File: config.mk
export PLATFORM = sky130hd
export DESIGN_NAME = instr_fetch_unit
export DESIGN_NICKNAME = d
export VERILOG_FILES = /design/src/rtl/instr_fetch_unit.sv
export SDC_FILE = /design/constraint.sdc
export NUM_CORES = 1
export LEC_CHECK = 0
export CAP_MARGIN = 20
export CELL_PAD_IN_SITES_DETAIL_PLACEMENT = 1
export CELL_PAD_IN_SITES_GLOBAL_PLACEMENT = 1
export CORE_MARGIN = 1.5
export CORE_UTILIZATION = 41
export DETAILED_ROUTE_END_ITERATION = 16
export GPL_TIMING_DRIVEN = 0
export PLACE_DENSITY_LB_ADDON = 0.1
export SETUP_SLACK_MARGIN = 0.2
export SYNTH_ARGS = -nofsm -noshare
export SYNTH_HDL_FRONTEND = slang
export SYNTH_SLANG_ARGS = --single-unit
File: constraint.sdc
create_clock -name clk -period 7.1 [get_ports clk]
set_clock_uncertainty 0.2 [all_clocks]
set_input_delay 1.775 -clock clk [delete_from_list [all_inputs] [get_ports clk]]
set_output_delay 1.775 -clock clk [all_outputs]
set_load 0.02 [all_outputs]
File: src/rtl/instr_fetch_unit.sv
// ----------------------------------------------------------------------------
// instr_fetch_unit
//
// Instruction fetch front end for the MIPS core. Owns the fetch PC, requests
// words from program memory over a valid/ready handshake and buffers them in
// a small FIFO. The head entry is presented to the control decoder and
// datapath. A one-cycle redirect from branch resolution flushes the buffer
// and restarts fetch at the new target.
//
// Optional feature: define FETCH_BYPASS_EN to let a word fetched into an
// empty buffer go straight to the issue outputs in the same cycle when the
// consumer is ready. Without it, every word passes through the FIFO and
// there is no combinational path from imem_* to the issue outputs.
//
// Parameters:
//   RESET_PC    fetch address loaded on reset (word aligned)
//   FIFO_DEPTH  instruction buffer entries (power of two, 2..8)
//
// Ports:
//   clk            core clock, rising edge
//   reset          asynchronous active-low reset
//   imem_req       fetch request valid (registered state only)
//   imem_addr      word-aligned fetch address
//   imem_ready     memory accepts request, imem_rdata valid same cycle
//   imem_rdata     fetched instruction word
//   redirect_valid one-cycle PC redirect
//   redirect_pc    redirect target, bits [1:0] ignored
//   issue_valid    head instruction valid
//   issue_ready    consumer takes the head this cycle
//   Instruction    head instruction word, zero (NOP) when not valid
//   OP             Instruction[31:26]
//   PC_out         address of head instruction, zero when not valid
//   PC_4           PC_out + 4, zero when not valid
// ----------------------------------------------------------------------------
module instr_fetch_unit #(
    parameter logic [31:0] RESET_PC   = 32'h0040_0000,
    parameter int unsigned FIFO_DEPTH = 2
) (
    input  logic        clk,
    input  logic        reset,
    output logic        imem_req,
    output logic [31:0] imem_addr,
    input  logic        imem_ready,
    input  logic [31:0] imem_rdata,
    input  logic        redirect_valid,
    input  logic [31:0] redirect_pc,
    output logic        issue_valid,
    input  logic        issue_ready,
    output logic [31:0] Instruction,
    output logic [5:0]  OP,
    output logic [31:0] PC_out,
    output logic [31:0] PC_4
);

    localparam int unsigned PtrW = $clog2(FIFO_DEPTH);
    localparam int unsigned CntW = PtrW + 1;

    typedef enum logic [1:0] {StBoot, StFetch, StFull} stateT;

    stateT            stateQ, stateD;
    logic [31:0]      fetchPcQ, fetchPcD;
    logic [CntW-1:0]  countQ, countD;
    logic [PtrW-1:0]  rdPtrQ, rdPtrD;
    logic [PtrW-1:0]  wrPtrQ, wrPtrD;

    logic [31:0]      instrMem [FIFO_DEPTH];
    logic [31:0]      pcMem    [FIFO_DEPTH];

    logic             transfer;
    logic             redirectEn;
    logic             fifoEmpty;
    logic             bypass;
    logic             push;
    logic             popFifo;

    // ------------------------------------------------------------------
    // Handshake decode
    // ------------------------------------------------------------------
    assign transfer   = imem_req && imem_ready;
    // Redirects arriving before the first fetch are dropped.
    assign redirectEn = redirect_valid && (stateQ != StBoot);
    assign fifoEmpty  = (countQ == '0);

`ifdef FETCH_BYPASS_EN
    assign bypass = fifoEmpty && transfer && issue_ready && !redirectEn;
`else
    assign bypass = 1'b0;
`endif

    // A redirected transfer is still acknowledged, its data is dropped.
    assign push    = transfer && !redirectEn && !bypass;
    assign popFifo = !fifoEmpty && issue_ready;

    // ------------------------------------------------------------------
    // FSM: state register
    // ------------------------------------------------------------------
    always_ff @(posedge clk or negedge reset) begin
        if (!reset) begin
            stateQ <= StBoot;
        end else begin
            stateQ <= stateD;
        end
    end

    // ------------------------------------------------------------------
    // FSM: next state
    // ------------------------------------------------------------------
    always_comb begin
        stateD = stateQ;
        unique case (stateQ)
            StBoot:  stateD = StFetch;
            StFetch: if (countD == CntW'(FIFO_DEPTH)) stateD = StFull;
            StFull:  if (popFifo) stateD = StFetch;
            default: stateD = StBoot;
        endcase
        if (redirectEn) begin
            stateD = StFetch;
        end
    end

    // ------------------------------------------------------------------
    // FSM: outputs (registered state only, no path from issue_ready)
    // ------------------------------------------------------------------
    always_comb begin
        imem_req = (stateQ == StFetch);
    end

    assign imem_addr = fetchPcQ;

    // ------------------------------------------------------------------
    // Fetch PC and FIFO bookkeeping
    // ------------------------------------------------------------------
    always_comb begin
        fetchPcD = fetchPcQ;
        countD   = countQ;
        rdPtrD   = rdPtrQ;
        wrPtrD   = wrPtrQ;
        if (redirectEn) begin
            fetchPcD = redirect_pc & 32'hFFFF_FFFC;
            countD   = '0;
            rdPtrD   = '0;
            wrPtrD   = '0;
        end else begin
            if (transfer) begin
                fetchPcD = fetchPcQ + 32'd4;
            end
            if (push) begin
                wrPtrD = wrPtrQ + PtrW'(1);
            end
            if (popFifo) begin
                rdPtrD = rdPtrQ + PtrW'(1);
            end
            countD = countQ + CntW'(push) - CntW'(popFifo);
        end
    end

    always_ff @(posedge clk or negedge reset) begin
        if (!reset) begin
            fetchPcQ <= RESET_PC;
            countQ   <= '0;
            rdPtrQ   <= '0;
            wrPtrQ   <= '0;
        end else begin
            fetchPcQ <= fetchPcD;
            countQ   <= countD;
            rdPtrQ   <= rdPtrD;
            wrPtrQ   <= wrPtrD;
        end
    end

    // Storage needs no reset: outputs are masked whenever the buffer is empty.
    always_ff @(posedge clk) begin
        if (push) begin
            instrMem[wrPtrQ] <= imem_rdata;
            pcMem[wrPtrQ]    <= fetchPcQ;
        end
    end

    // ------------------------------------------------------------------
    // Issue outputs
    // ------------------------------------------------------------------
    assign issue_valid = !fifoEmpty || bypass;

    always_comb begin
        Instruction = 32'h0000_0000;
        PC_out      = 32'h0000_0000;
        if (bypass) begin
            Instruction = imem_rdata;
            PC_out      = fetchPcQ;
        end else if (!fifoEmpty) begin
            Instruction = instrMem[rdPtrQ];
            PC_out      = pcMem[rdPtrQ];
        end
    end

    assign OP   = Instruction[31:26];
    assign PC_4 = issue_valid ? (PC_out + 32'd4) : 32'h0000_0000;

endmodule

## Word level (Yosys, flattened, before mapping)

Memories as Yosys holds them, arrays and structs flattened.
Index checks and enable logic that the tools add are counted.
W data, S select, Z words.

- Bits in read-only memories: 0
- Output and inout port bits: 136
- Bits in writable memories: 128
- Memories kept: 2
- Bits in registers: 38
- Input port bits: 69
- Bits in latches: 0

Memory list:

| memory | depth | width | rd ports | clocked after Yosys merged registers in | wr ports | RTL line | RTL |
|---|---|---|---|---|---|---|---|
| instrMem | 2 | 32 | 1 | 0 | 1 | 66 | `logic [31:0] instrMem [FIFO_DEPTH];` |
| pcMem | 2 | 32 | 1 | 0 | 1 | 67 | `logic [31:0] pcMem [FIFO_DEPTH];` |

- Eq/ne operators: 5
- $lt $le $gt $ge: 0
- $mul: 0
- Bitwise logic cells: 0
- Mux-type cells: 16
- Reduce and logical (&&, ||, !) cells: 13
- Shift operators: 0
- Div/mod/pow operators: 0
- $add $sub $neg: 6

Operators by type and width:

| operator | count |
|---|---|
| $mux W32 | 5 |
| $add A32 B3 Y32 const B | 2 |
| $mux W2 | 4 |
| $reduce_bool A2 Y1 | 4 |
| $mux W1 | 6 |
| $pmux W2 S3 | 1 |
| $eq A2 B2 Y1 const B | 2 |
| $logic_and A1 B1 Y1 | 4 |
| $logic_not A2 Y1 | 2 |
| $ne A3 B1 Y1 const B | 1 |
| $ne A3 B3 Y1 const B | 1 |
| $add A1 B1 Y1 const B | 2 |
| $add A2 B1 Y2 | 1 |
| $eq A2 B1 Y1 const B | 1 |
| $logic_not A1 Y1 | 2 |
| $reduce_and A2 Y1 | 1 |
| $sub A2 B1 Y2 | 1 |

## Logic depth before layout (Yosys ltp)

Gate-level depths: netlist of run 1.

- Depth in word-level cells: 11
- Mapped depth: 13

## Worst setup path before layout of run 1

Ideal clock, no wire load.

- Path kind: input -> register
- Start point: input port imem_ready
- End point: memory instrMem[0][0], enable pin
- Path buffers: 1
- Required time: 6416 ps
- Stages on the path: 5
- Library setup time: 484 ps
- Slack: 1478 ps
- Arrival time: 4938 ps
- Path through: nand2_1 -> nor2_1 -> inv_1 -> clkbuf_1 -> nor2_1

- Word-level cells in the longest chain between the ends: 4

RTL lines:

| what | RTL line | RTL |
|---|---|---|
| start, declared | 43 | `input logic imem_ready,` |
| $logic_and A1 B1 Y1 | 79 | `assign transfer = imem_req && imem_ready;` |
| $logic_and A1 B1 Y1 | 91 | `assign push = transfer && !redirectEn && !bypass;` |
| $mux W1 | 173 | `if (push) begin` |
| $mux W1 (not written as such) | 174 | `instrMem[wrPtrQ] <= imem_rdata;` |
| end, declared | 66 |  |

Every way passes these cells.

## Worst setup path in the final report of run 1

- Start point: register rdPtrQ
- End point: output port PC_4[20]

- Word-level cells in the longest chain between the ends: 4

RTL lines:

| what | RTL line | RTL |
|---|---|---|
| start, declared | 63 | `logic [PtrW-1:0] rdPtrQ, rdPtrD;` |
| start signal, assigned | 166 | `rdPtrQ <= rdPtrD;` |
| $mem_v2 Z2 W32 | n/a |  |
| $mux W32 | 190 | `end else if (!fifoEmpty) begin` |
| $add A32 B3 Y32 | 197 | `assign PC_4 = issue_valid ? (PC_out + 32'd4) : 32'h0000_0000;` |
| $mux W32 | 197 |  |
| end, declared | 52 | `output logic [31:0] PC_4` |

Every way passes these cells.

==> results of run 1 <==
==> logic make-up (layout without fill, tap and decap cells) <==
group / count (synthesis) / after routing / share of synthesized area [%]
and+or+nand+nor: 189 / 189 / 12.9
AOI/OAI and AO/OA: 73 / 73 / 6.29
DFF: 160 / 160 / 61.7
other: 1 / 6 / 0.0500
adders and majority gates: 4 / 4 / 0.667
muxes: 63 / 63 / 8.46
xor gates and xnor gates: 54 / 54 / 6.41
buffers and inverters: 48 / 278 / 3.57
==> per-layer routing <==
| layer | vias to the layer above | share of wire, % |
|---|---|---|
| met5 | - | 0 |
| met3 | 32 | 3.0 |
| met2 | 161 | 51 |
| met4 | 0 | 1.9 |
| met1 | 2752 | 44 |
| li1 | 2608 | - |
==> final cells by class <==
cell class,instances,area [um2]
Buffer,39,236
Multi-Input combinational cell,389,2640
Clock buffer,20,437
Timing Repair Buffer,198,2000
Clock inverter,12,181
Sequential cell,160,4630
Inverter,9,33.8
Tap cell,229,287
Fill cell,1824,7530
==> worst max-delay path: stages, from the launching register on <==
cell and delay (ps):
dfrtp_1 340, buf_6 120, buf_4 170, buf_2 310
buf_4 290, buf_2 370, clkbuf_4 360, mux2i_1 110
nor2_1 140, ha_1 280, nand4_2 210, or2_4 350
or3_4 400, xnor2_2 120, clkdlybuf4s50_1 650
==> metrics by stage <==
stage / hold slack [ps] / setup TNS (ps) / cell area [um2] / util, %
floorplan: 264 / 0 / 7520 / -
CTS: 382 / 0 / 10400 / 58.1
global route: 403 / 0 / 10400 / 58.1
finish: 390 / 0 / 10400 / 58.1
global placement: 275 / -52210 / 9770 / 54.4
detailed placement: 361 / 0 / 9810 / 54.6
==> power by group through the flow <==
stage | Clock [mW] | Combinational [mW] | Sequential (mW)
after floorplan | 0 | 1.16 | 1.55
after global placement | 0 | 2.18 | 1.52
after detailed placement | 0 | 2.24 | 1.53
after CTS | 0.986 | 2.25 | 1.52
after global routing | 1.02 | 2.37 | 1.55
final | 0.968 | 2.22 | 1.52
==> registers in the layout (all words and copies together) (netlist names) <==
register / cells
countQ: 2
imem_addr: 30
instrMem: 64
pcMem: 60
rdPtrQ: 1
stateQ: 2
wrPtrQ: 1
==> final timing paths <==
kind / from / end / slack [ps]
setup / recovery: rdPtrQ$_DFFE_PN0P_ / PC_4[20] / 490
hold / removal: stateQ[1]$_DFFE_PN0P_ / stateQ[1]$_DFFE_PN0P_ / 390
setup reg to reg: stateQ[1]$_DFFE_PN0P_ / stateQ[0]$_DFFE_PN0P_ / 3700
hold reg to reg: stateQ[1]$_DFFE_PN0P_ / stateQ[1]$_DFFE_PN0P_ / 390
max in group asynchronous: reset / imem_addr[15]$_DFFE_PN0P_ / 4860
min in group asynchronous: reset / imem_addr[28]$_DFFE_PN0P_ / 1270
==> cells in the mapped netlist, drive strengths merged (2+ instances only) <==
cell / count
nand2: 26
clkbuf: 10
inv: 9
buf: 29
or3: 3
nand4: 12
mux2: 3
mux2i: 60
or2: 2
edfxtp: 124
a211o: 2
and4: 3
nand2b: 2
and3: 6
nor3: 6
a21o: 2
nor4: 6
nor2: 79
a22oi: 24
nand3b: 5
nand3: 27
nor2b: 5
dfrtp: 35
ha: 4
and2: 4
o21a: 2
o21ai: 32
xnor2: 26
a211oi: 2
xor2: 28
a21oi: 4
==> summary.txt, run 1 <==
Yosys
  • Mapped Avg Cell Area: 12.7 um2
  • Post-synth top area cell: edfxtp_1
  • Number of synthesized flops with an enable pin: 124
  • Cells after Synth: 592
  • Yosys top cell area share: 49.6%
  • Register area share after synthesis: 61.7%
  • #FFs+latches synth: 160
  • Main area contributors after synthesis: edfxtp_1, dfrtp_1, mux2i_1
  • Top FF cell, synth: edfxtp_1
  • Synth Cell Area: 7500 um2
  • Synth cell types: 56
  • Fraction of registers with async set/reset: 22.5%
  • Synth Warn #: 0

Setup path
  • Critical Path RT: 5120 ps
  • FF-to-FF path depth: 13
  • Worst setup EP type: output port
  • Startpoint Class: flip-flop
  • Crit path kind: flip-flop to output port
  • Crit path max fanout: 10
  • Critical path arrival: 4640 ps

Final layout
  • Layout cells sized above 1: 9.55%
  • Commonest non-fill, non-tap cells in the layout: clkdlybuf4s50_1, edfxtp_1, nor2_1
  • Commonest non-fill, non-tap cell in the layout: clkdlybuf4s50_1
  • Antenna Cells: 0
  • Finished Layout Cells: 1056
  • Area Overhead vs Synth: 39.1%
  • Number of nets in the layout: 887

Floorplanning
  • Die width: 138 um
  • Initial cell density of the core: 41.7%
  • Die area: 19100 um2
  • IO Pins: 205
  • FP Rows: 49
  • Die height: 138 um
  • CORE AREA: 18000 um2

Global routing
  • GR Util All Layers: 22.5%
  • Vias in the first global route: 5891
  • Global routing's busiest layer: met2
  • Largest net degree at the start of global routing: 63
  • Total global routing overflow: 0
  • Grt met1 use: 28.8%
  • Initial antenna violation count: 0
  • M3 GR Usage: 3.22%
  • Met2 usage: 39.2%
  • First-pass GRT wire length: 33.1 mm

Pwr
  • Sw Pwr: 1.86 mW
  • Flop pwr share: 32.3%
  • Peak supply drop: 0.000205 V
  • Clk pwr share: 20.5%
  • Int Power: 2.85 mW
  • P per Cell Area: 452 nW/um2
  • Pwr Total: 4.71 mW
  • P_leak: 3.69 nW
  • Gate power share: 47.2%
  • Sw frac: 39.4%

Clock tree
  • Num CTS Buffers: 17
  • CTS root buf: clkbuf_16
  • Clk sinks: 160
  • Post-CTS Setup Repair Bufs: 0
  • H-Tree Depth: 4
  • CTS Buffer Depth: 2
  • Worst-path clk slew: 60 ps
  • Worst skew pair latency: 420 ps
  • Hold-fix buffers, CTS: 0
  • Post-cts resize count: 0
  • CTS tree: built

Place
  • DP HPWL: 15.6 mm
  • IO Port Bufs: 196
  • Worst slack, placed: 795 ps
  • Placed cell count: 1024
  • Gpl congestion: 0.810

Detailed routing
  • Antenna Violating Nets Remaining: 0
  • Vias/cell: 5.26
  • Drt pass-1 iters: 4
  • Iteration-0 DRC Markers: 250
  • Routed via count: 5553
  • Routed WL: 21.2 mm
  • DR DRC count: 0
  • Wirelength per Cell: 20.1 um

Timing
  • Tmin final: 6610 ps
  • Final worst-path setup slack: 488 ps
  • Slew margin rel.: 40.3%
  • Final Hold Violating Endpoints: 0
  • Fin. max-slew vios: 0
  • Endpoints failing setup: 0
  • RSZ-0062 raised after global routing: false
  • Max Freq: 0.151 GHz
  • Tcrit/Tclk final: 93.1%
  • Worst-Margin Slew: 896 ps

Job
  • MaxCap Viol Count: 0

Outcome
  • Outcome: finished, final reports clean

Min path
  • Hold depth: 1
  • Worst Hold Class: flip-flop to flip-flop
No activity file was read; power rests on OpenSTA's default activity.
==> run 2: changes to the inputs <==
--- a/config.mk
+++ b/config.mk
@@ -13,6 +13,7 @@
 export DETAILED_ROUTE_END_ITERATION = 16
 export GPL_TIMING_DRIVEN = 0
 export PLACE_DENSITY_LB_ADDON = 0.1
+export REMOVE_ABC_BUFFERS = 1
 export SETUP_SLACK_MARGIN = 0.2
 export SYNTH_ARGS = -nofsm -noshare
 export SYNTH_HDL_FRONTEND = slang
==> summary.txt, run 2 (synthesis gave the netlist of run 1 again) <==
Outcome
  • Outcome: finished, final reports clean (unchanged)

Pwr
  • Peak supply drop: 0.000208 V (was 0.000205 V)
  • P per Cell Area: 445 nW/um2 (was 452 nW/um2)
  • P_leak: 3.56 nW (was 3.69 nW)

Floorplanning
  • CORE AREA: 18000 um2 (unchanged)
  • IO Pins: 205 (unchanged)
  • Die height: 138 um (unchanged)
  • Initial cell density of the core: 41.7% (unchanged)
  • FP Rows: 49 (unchanged)
  • Die area: 19100 um2 (unchanged)
  • Die width: 138 um (unchanged)

Clock tree
  • Num CTS Buffers: 17 (unchanged)
  • Post-cts resize count: 0 (unchanged)
  • CTS tree: built (unchanged)
  • Post-CTS Setup Repair Bufs: 0 (unchanged)
  • Hold-fix buffers, CTS: 0 (unchanged)
  • CTS Buffer Depth: 2 (unchanged)
  • CTS root buf: clkbuf_16 (unchanged)
  • H-Tree Depth: 4 (unchanged)
  • Worst-path clk slew: 70 ps (was 60 ps)
  • Worst skew pair latency: 440 ps (was 420 ps)
  • Clk sinks: 160 (unchanged)

Detailed routing
  • DR DRC count: 0 (unchanged)
  • Drt pass-1 iters: 4 (unchanged)
  • Routed via count: 5391 (was 5553)
  • Wirelength per Cell: 19.5 um (was 20.1 um)
  • Vias/cell: 5.27 (was 5.26)
  • Antenna Violating Nets Remaining: 0 (unchanged)
  • Routed WL: 19.9 mm (was 21.2 mm)
  • Iteration-0 DRC Markers: 188 (was 250)

Place
  • Placement Cell Area: 9700 um2 (was 9810 um2)
  • DP HPWL: 14.0 mm (was 15.6 mm)
  • Gpl congestion: 0.814 (was 0.810)
  • IO Port Bufs: 196 (unchanged)
  • Worst slack, placed: 1740 ps (was 795 ps)

Global routing
  • GR Util All Layers: 21.3% (was 22.5%)
  • First-pass GRT wire length: 31.5 mm (was 33.1 mm)
  • Total global routing overflow: 0 (unchanged)
  • Initial antenna violation count: 0 (unchanged)
  • Vias in the first global route: 5657 (was 5891)
  • Largest net degree at the start of global routing: 63 (unchanged)

Timing
  • Tmin final: 5810 ps (was 6610 ps)
  • TNS Setup: 0 ps (unchanged)
  • Tcrit/Tclk final: 81.8% (was 93.1%)
  • RSZ-0062 raised after global routing: false (unchanged)
  • Final Hold Violating Endpoints: 0 (unchanged)
  • Slew margin rel.: 31.6% (was 40.3%)
  • Worst-Margin Slew: 1030 ps (was 896 ps)
  • Fin. max-slew vios: 0 (unchanged)
  • Max Freq: 0.172 GHz (was 0.151 GHz)
  • Endpoints failing setup: 0 (unchanged)
  • Final worst-path setup slack: 1290 ps (was 488 ps)

Final layout
  • Antenna Cells: 0 (unchanged)
  • Multi-input logic area: 2650 um2 (was 2640 um2)
  • Biggest register: instrMem (unchanged)
  • Max FFs per register: 64 (unchanged)
  • Number of nets in the layout: 853 (was 887)
  • Commonest non-fill, non-tap cells in the layout: clkdlybuf4s50_1, edfxtp_1, nor2_1 (unchanged)
  • Area Overhead vs Synth: 36.8% (was 39.1%)
  • Layout fillers: 1778 (was 1824)
  • Commonest non-fill, non-tap cell in the layout: clkdlybuf4s50_1 (unchanged)
  • Register area: 4630 um2 (about the same)
  • Layout cells sized above 1: 7.82% (was 9.55%)
  • Final Cell Area: 10300 um2 (was 10400 um2)

Setup path
  • CP delay by family, top: simple AND/OR/NAND/NOR gates (was buffers and inverters)
  • Worst path slowest cell: dfrtp_4 (was clkdlybuf4s50_1)
  • Worst path cell trace: buf_16 > mux2i_1 > nor2_1 > nand4_1 > nor2b_1 > nand4_1 > mux2i_1 > clkdlybuf4s50_1 (was buf_6 > buf_4 > buf_2 > buf_4 > buf_2 > clkbuf_4 > mux2i_1 > nor2_1 > ha_1 > nand4_2 > or2_4 > or3_4 > xnor2_2 > clkdlybuf4s50_1)
  • Buf+Inv Stages, Crit Path: 2 (was 7)
  • Critical path arrival: 3830 ps (was 4640 ps)
  • Critical Path RT: 5120 ps (about the same)
  • Worst setup EP type: output port (unchanged)
  • Worst path max stage delay: 660 ps (was 650 ps)
  • Crit path kind: flip-flop to output port (unchanged)
  • Startpoint Class: flip-flop (unchanged)
  • Crit path max fanout: 57 (was 10)

Min path
  • Worst Hold Class: flip-flop to flip-flop (unchanged)

Job
  • MaxCap Viol Count: 0 (unchanged)
## run 2: path summary, 6_finish.rpt
kind                                      startpoint  cells past startpoint  slack, ps                         to
min                        imem_addr[31]$_DFFE_PN0P_                      0        360     pcMem[1][31]$_DFFE_PP_
max in group asynchronous                      reset                      1       4780         rdPtrQ$_DFFE_PN0P_
min reg2reg                imem_addr[31]$_DFFE_PN0P_                      0        360     pcMem[1][31]$_DFFE_PP_
max reg2reg                    stateQ[1]$_DFFE_PN0P_                     12       3420      stateQ[0]$_DFFE_PN0P_
max                               rdPtrQ$_DFFE_PN0P_                      8       1290                   PC_4[31]
min in group asynchronous                      reset                      1       1250  imem_addr[31]$_DFFE_PN0P_
## run 2: where the power goes
group	total [mW]	switching (mW)	internal, mW
clock	0.881	0.392	0.488
sequential	1.53	0.244	1.28
combinational	2.15	1.19	0.968
total	4.56	1.82	2.74
## run 2: layout make-up
class	instances	area share (%)
multi-input cells	389	25.8
flip-flops and latches	160	45.1
repair buffers	203	20.5
clock inverters	13	1.23
well taps	229	2.79
clock buffers	19	4.22
inverters	9	0.329
## run 2: per-stage QoR
step           utilization (%)  instances  hold slack (ps)  power [mW]
3_3_place_gp              53.1        983              274        3.64
2_1_floorplan                -        558              264        2.66
6_report                  57.1       1022              359        4.56
5_1_grt                   57.1       1022              398        4.78
4_1_cts                   57.1       1022              368        4.61
3_5_place_dp              54.0        990              346        3.72
## run 2: metal layers
metal,global-route usage (%),vias to the layer above,routed length [um]
met4,7.81,0,336
met2,36.8,168,10100
met3,3.60,26,772
met5,0,-,0
li1,-,2528,-
met1,27.1,2669,8760
==> run 3: changes to the inputs <==
--- a/config.mk
+++ b/config.mk
@@ -9,7 +9,7 @@
 export CELL_PAD_IN_SITES_DETAIL_PLACEMENT = 1
 export CELL_PAD_IN_SITES_GLOBAL_PLACEMENT = 1
 export CORE_MARGIN = 1.5
-export CORE_UTILIZATION = 41
+export CORE_UTILIZATION = 35
 export DETAILED_ROUTE_END_ITERATION = 16
 export GPL_TIMING_DRIVEN = 0
 export PLACE_DENSITY_LB_ADDON = 0.1
==> constraint.sdc (replaced) <==
create_clock -name clk -period 5.2 [get_ports clk]
set_clock_uncertainty 0.2 [all_clocks]
set_input_delay 1.3 -clock clk [delete_from_list [all_inputs] [get_ports clk]]
set_output_delay 1.3 -clock clk [all_outputs]
set_load 0.02 [all_outputs]
==> summary.txt, run 3 (synthesis gave the netlist of run 1 again) <==
Global routing
  • Largest net degree at the start of global routing: 50 (was 63)
  • Total global routing overflow: 0 (unchanged)
  • Initial antenna violation count: 0 (unchanged)
  • First-pass GRT wire length: 31.8 mm (was 31.5 mm)
  • Vias in the first global route: 5685 (was 5657)
  • GR Util All Layers: 18.7% (was 21.3%)

Timing
  • Worst-Margin Slew: 1060 ps (was 1030 ps)
  • Tcrit/Tclk final: 94.1%
  • RSZ-0062 raised after global routing: true (was false)
  • Tmin final: 4890 ps
  • Slew margin rel.: 29.4% (was 31.6%)
  • TNS Setup: 0 ps (unchanged)
  • Fin. max-slew vios: 0 (unchanged)
  • Endpoints failing setup: 0 (unchanged)
  • Max Freq: 0.204 GHz
  • Final worst-path setup slack: 308 ps (was 1290 ps)
  • Final Hold Violating Endpoints: 0 (unchanged)
  • Fin Hold WS: 364 ps (was 359 ps)

Setup path
  • Buf+Inv Stages, Crit Path: 2 (unchanged)
  • Critical path arrival: 3390 ps (was 3830 ps)
  • Worst path slowest cell: clkdlybuf4s50_1 (was dfrtp_4)
  • FF-to-FF path depth: 12 (unchanged)
  • FF-to-FF End: stateQ[0]$_DFFE_PN0P_ (unchanged)
  • Worst path cell trace: buf_16 > nand3b_1 > a211o_1 > nor4_4 > and3_2 > nand4_1 > mux2i_1 > clkdlybuf4s50_1 (was buf_16 > mux2i_1 > nor2_1 > nand4_1 > nor2b_1 > nand4_1 > mux2i_1 > clkdlybuf4s50_1)
  • R2R setup slack: 1350 ps (was 3420 ps)
  • Startpoint Class: flip-flop (unchanged)
  • Critical R2R Launch: stateQ[1]$_DFFE_PN0P_ (unchanged)
  • Worst path max stage delay: 620 ps (was 660 ps)
  • Crit path kind: flip-flop to output port (unchanged)
  • Worst setup EP type: output port (unchanged)
  • CP delay by family, top: simple AND/OR/NAND/NOR gates (unchanged)
  • Crit path max fanout: 29 (was 57)
  • Critical Path RT: 3700 ps (was 5120 ps)

Floorplanning
  • Die height: 149 um (was 138 um)
  • FP Rows: 53 (was 49)
  • IO Pins: 205 (unchanged)
  • CORE AREA: 21000 um2 (was 18000 um2)
  • Initial cell density of the core: 35.7% (was 41.7%)
  • Die width: 149 um (was 138 um)
  • Die area: 22300 um2 (was 19100 um2)

Pwr
  • Pwr Total: 6.28 mW (was 4.56 mW)
  • Gate power share: 48.0% (was 47.2%)
  • Sw Pwr: 2.55 mW (was 1.82 mW)
  • Peak supply drop: 0.000260 V (was 0.000208 V)
  • P_leak: 3.65 nW (was 3.56 nW)
  • Clk pwr share: 18.9% (was 19.3%)
  • Flop pwr share: 33.2% (was 33.5%)
  • P per Cell Area: 601 nW/um2 (was 445 nW/um2)
  • Sw frac: 40.6% (was 39.9%)
  • Int Power: 3.73 mW (was 2.74 mW)

Outcome
  • Outcome: finished, final reports clean (unchanged)

Final layout
  • Biggest register: instrMem (unchanged)
  • Register area: 4630 um2 (about the same)
  • Util after Layout: 49.7% (was 57.1%)
  • Finished Layout Cells: 1072 (was 1022)
  • Layout fillers: 2143 (was 1778)
  • Commonest non-fill, non-tap cells in the layout: clkdlybuf4s50_1, edfxtp_1, nor2_1 (unchanged)
  • Antenna Cells: 0 (unchanged)
  • Commonest non-fill, non-tap cell in the layout: clkdlybuf4s50_1 (unchanged)
  • Area Overhead vs Synth: 39.3% (was 36.8%)
  • Max FFs per register: 64 (unchanged)
  • Multi-input logic area: 2700 um2 (was 2650 um2)
  • Final Cell Area: 10400 um2 (was 10300 um2)
  • Number of nets in the layout: 857 (was 853)
  • Layout cells sized above 1: 9.66% (was 7.82%)

Clock tree
  • CTS root buf: clkbuf_16 (unchanged)
  • H-Tree Depth: 4 (unchanged)
  • CTS tree: built (unchanged)
  • Num CTS Buffers: 17 (unchanged)
  • Worst skew pair latency: 420 ps (was 440 ps)
  • Clk sinks: 160 (unchanged)
  • CTS Buffer Depth: 2 (unchanged)
  • Hold-fix buffers, CTS: 0 (unchanged)
  • Worst-path clk slew: 70 ps (about the same)

Place
  • DP HPWL: 14.1 mm (was 14.0 mm)
  • Gpl congestion: 0.772 (was 0.814)
  • Placed cell count: 1036 (was 990)
  • Worst slack, placed: 326 ps (was 1740 ps)
  • IO Port Bufs: 196 (unchanged)
  • Placement Cell Area: 9780 um2 (was 9700 um2)

Detailed routing
  • Routed via count: 5462 (was 5391)
  • Antenna Violating Nets Remaining: 0 (unchanged)
  • Wirelength per Cell: 19.1 um (was 19.5 um)
  • DR DRC count: 0 (unchanged)
  • Routed WL: 20.5 mm (was 19.9 mm)
  • Vias/cell: 5.10 (was 5.27)
  • Drt pass-1 iters: 4 (unchanged)
  • Iteration-0 DRC Markers: 214 (was 188)

Min path
  • Hold wc startpoint: imem_addr[31]$_DFFE_PN0P_ (unchanged)
  • WHS Endpoint: pcMem[1][31]$_DFFE_PP_ (unchanged)
  • Worst Hold Class: flip-flop to flip-flop (unchanged)
  • Hold depth: 0 (unchanged)

Job
  • MaxCap Viol Count: 0 (unchanged)
## run 3: cell types whose count changed in the layout (fill, tap and decap cells not counted), moves of 2 or more
cell	delta
buf_16	+2
dlymetal6s2s_1	+2
dlygate4sd2_1	+2
nor2_2	+2
dfrtp_1	-2
dfrtp_2	+2
clkdlybuf4s50_1	-4
nor2_1	-2
## run 3: power groups by stage
stage	sequential (mW)	combinational, mW	clock (mW)
after floorplan	2.20	1.43	0
after global placement	2.19	2.82	0
after detailed placement	2.11	2.97	0
after CTS	2.08	3.05	1.21
after global routing	2.13	3.22	1.26
final	2.08	3.01	1.18
## run 3: per-layer routing
layer  wire length, um  track usage, %
met5                 0               0
met4               354            6.19
met3              1040            3.49
met2              9830            30.9
met1              9290            24.8
## run 3: what timing repair did
action | CTS | global route
setup buffers | 1 | 1
gates cloned | 2 | 0
pin swaps | 2 | 1
endpoints found under the setup margin | 19 | 12
resized for setup | 11 | 7
## run 3: how the worst max path moves through the flow
stage	start	depth (start not counted)	slack, ps	to
floorplan	countQ[1]$_DFF_PN0_	7	-850	PC_4[26]
global placement	countQ[1]$_DFF_PN0_	8	-3350	PC_4[31]
detailed placement	countQ[1]$_DFF_PN0_	8	330	PC_4[31]
CTS	countQ[1]$_DFF_PN0_	8	230	PC_4[31]
global route	rdPtrQ$_DFFE_PN0P_	8	180	PC_4[31]
finish	rdPtrQ$_DFFE_PN0P_	8	310	PC_4[31]
## run 3: cell type report
cell class | instances | area share (%)
Multi-Input combinational cell | 390 | 25.8
Inverter | 9 | 0.323
Timing Repair Buffer | 206 | 20.9
Clock inverter | 14 | 1.20
Clock buffer | 18 | 4.11
Sequential cell | 160 | 44.3
Tap cell | 275 | 3.29
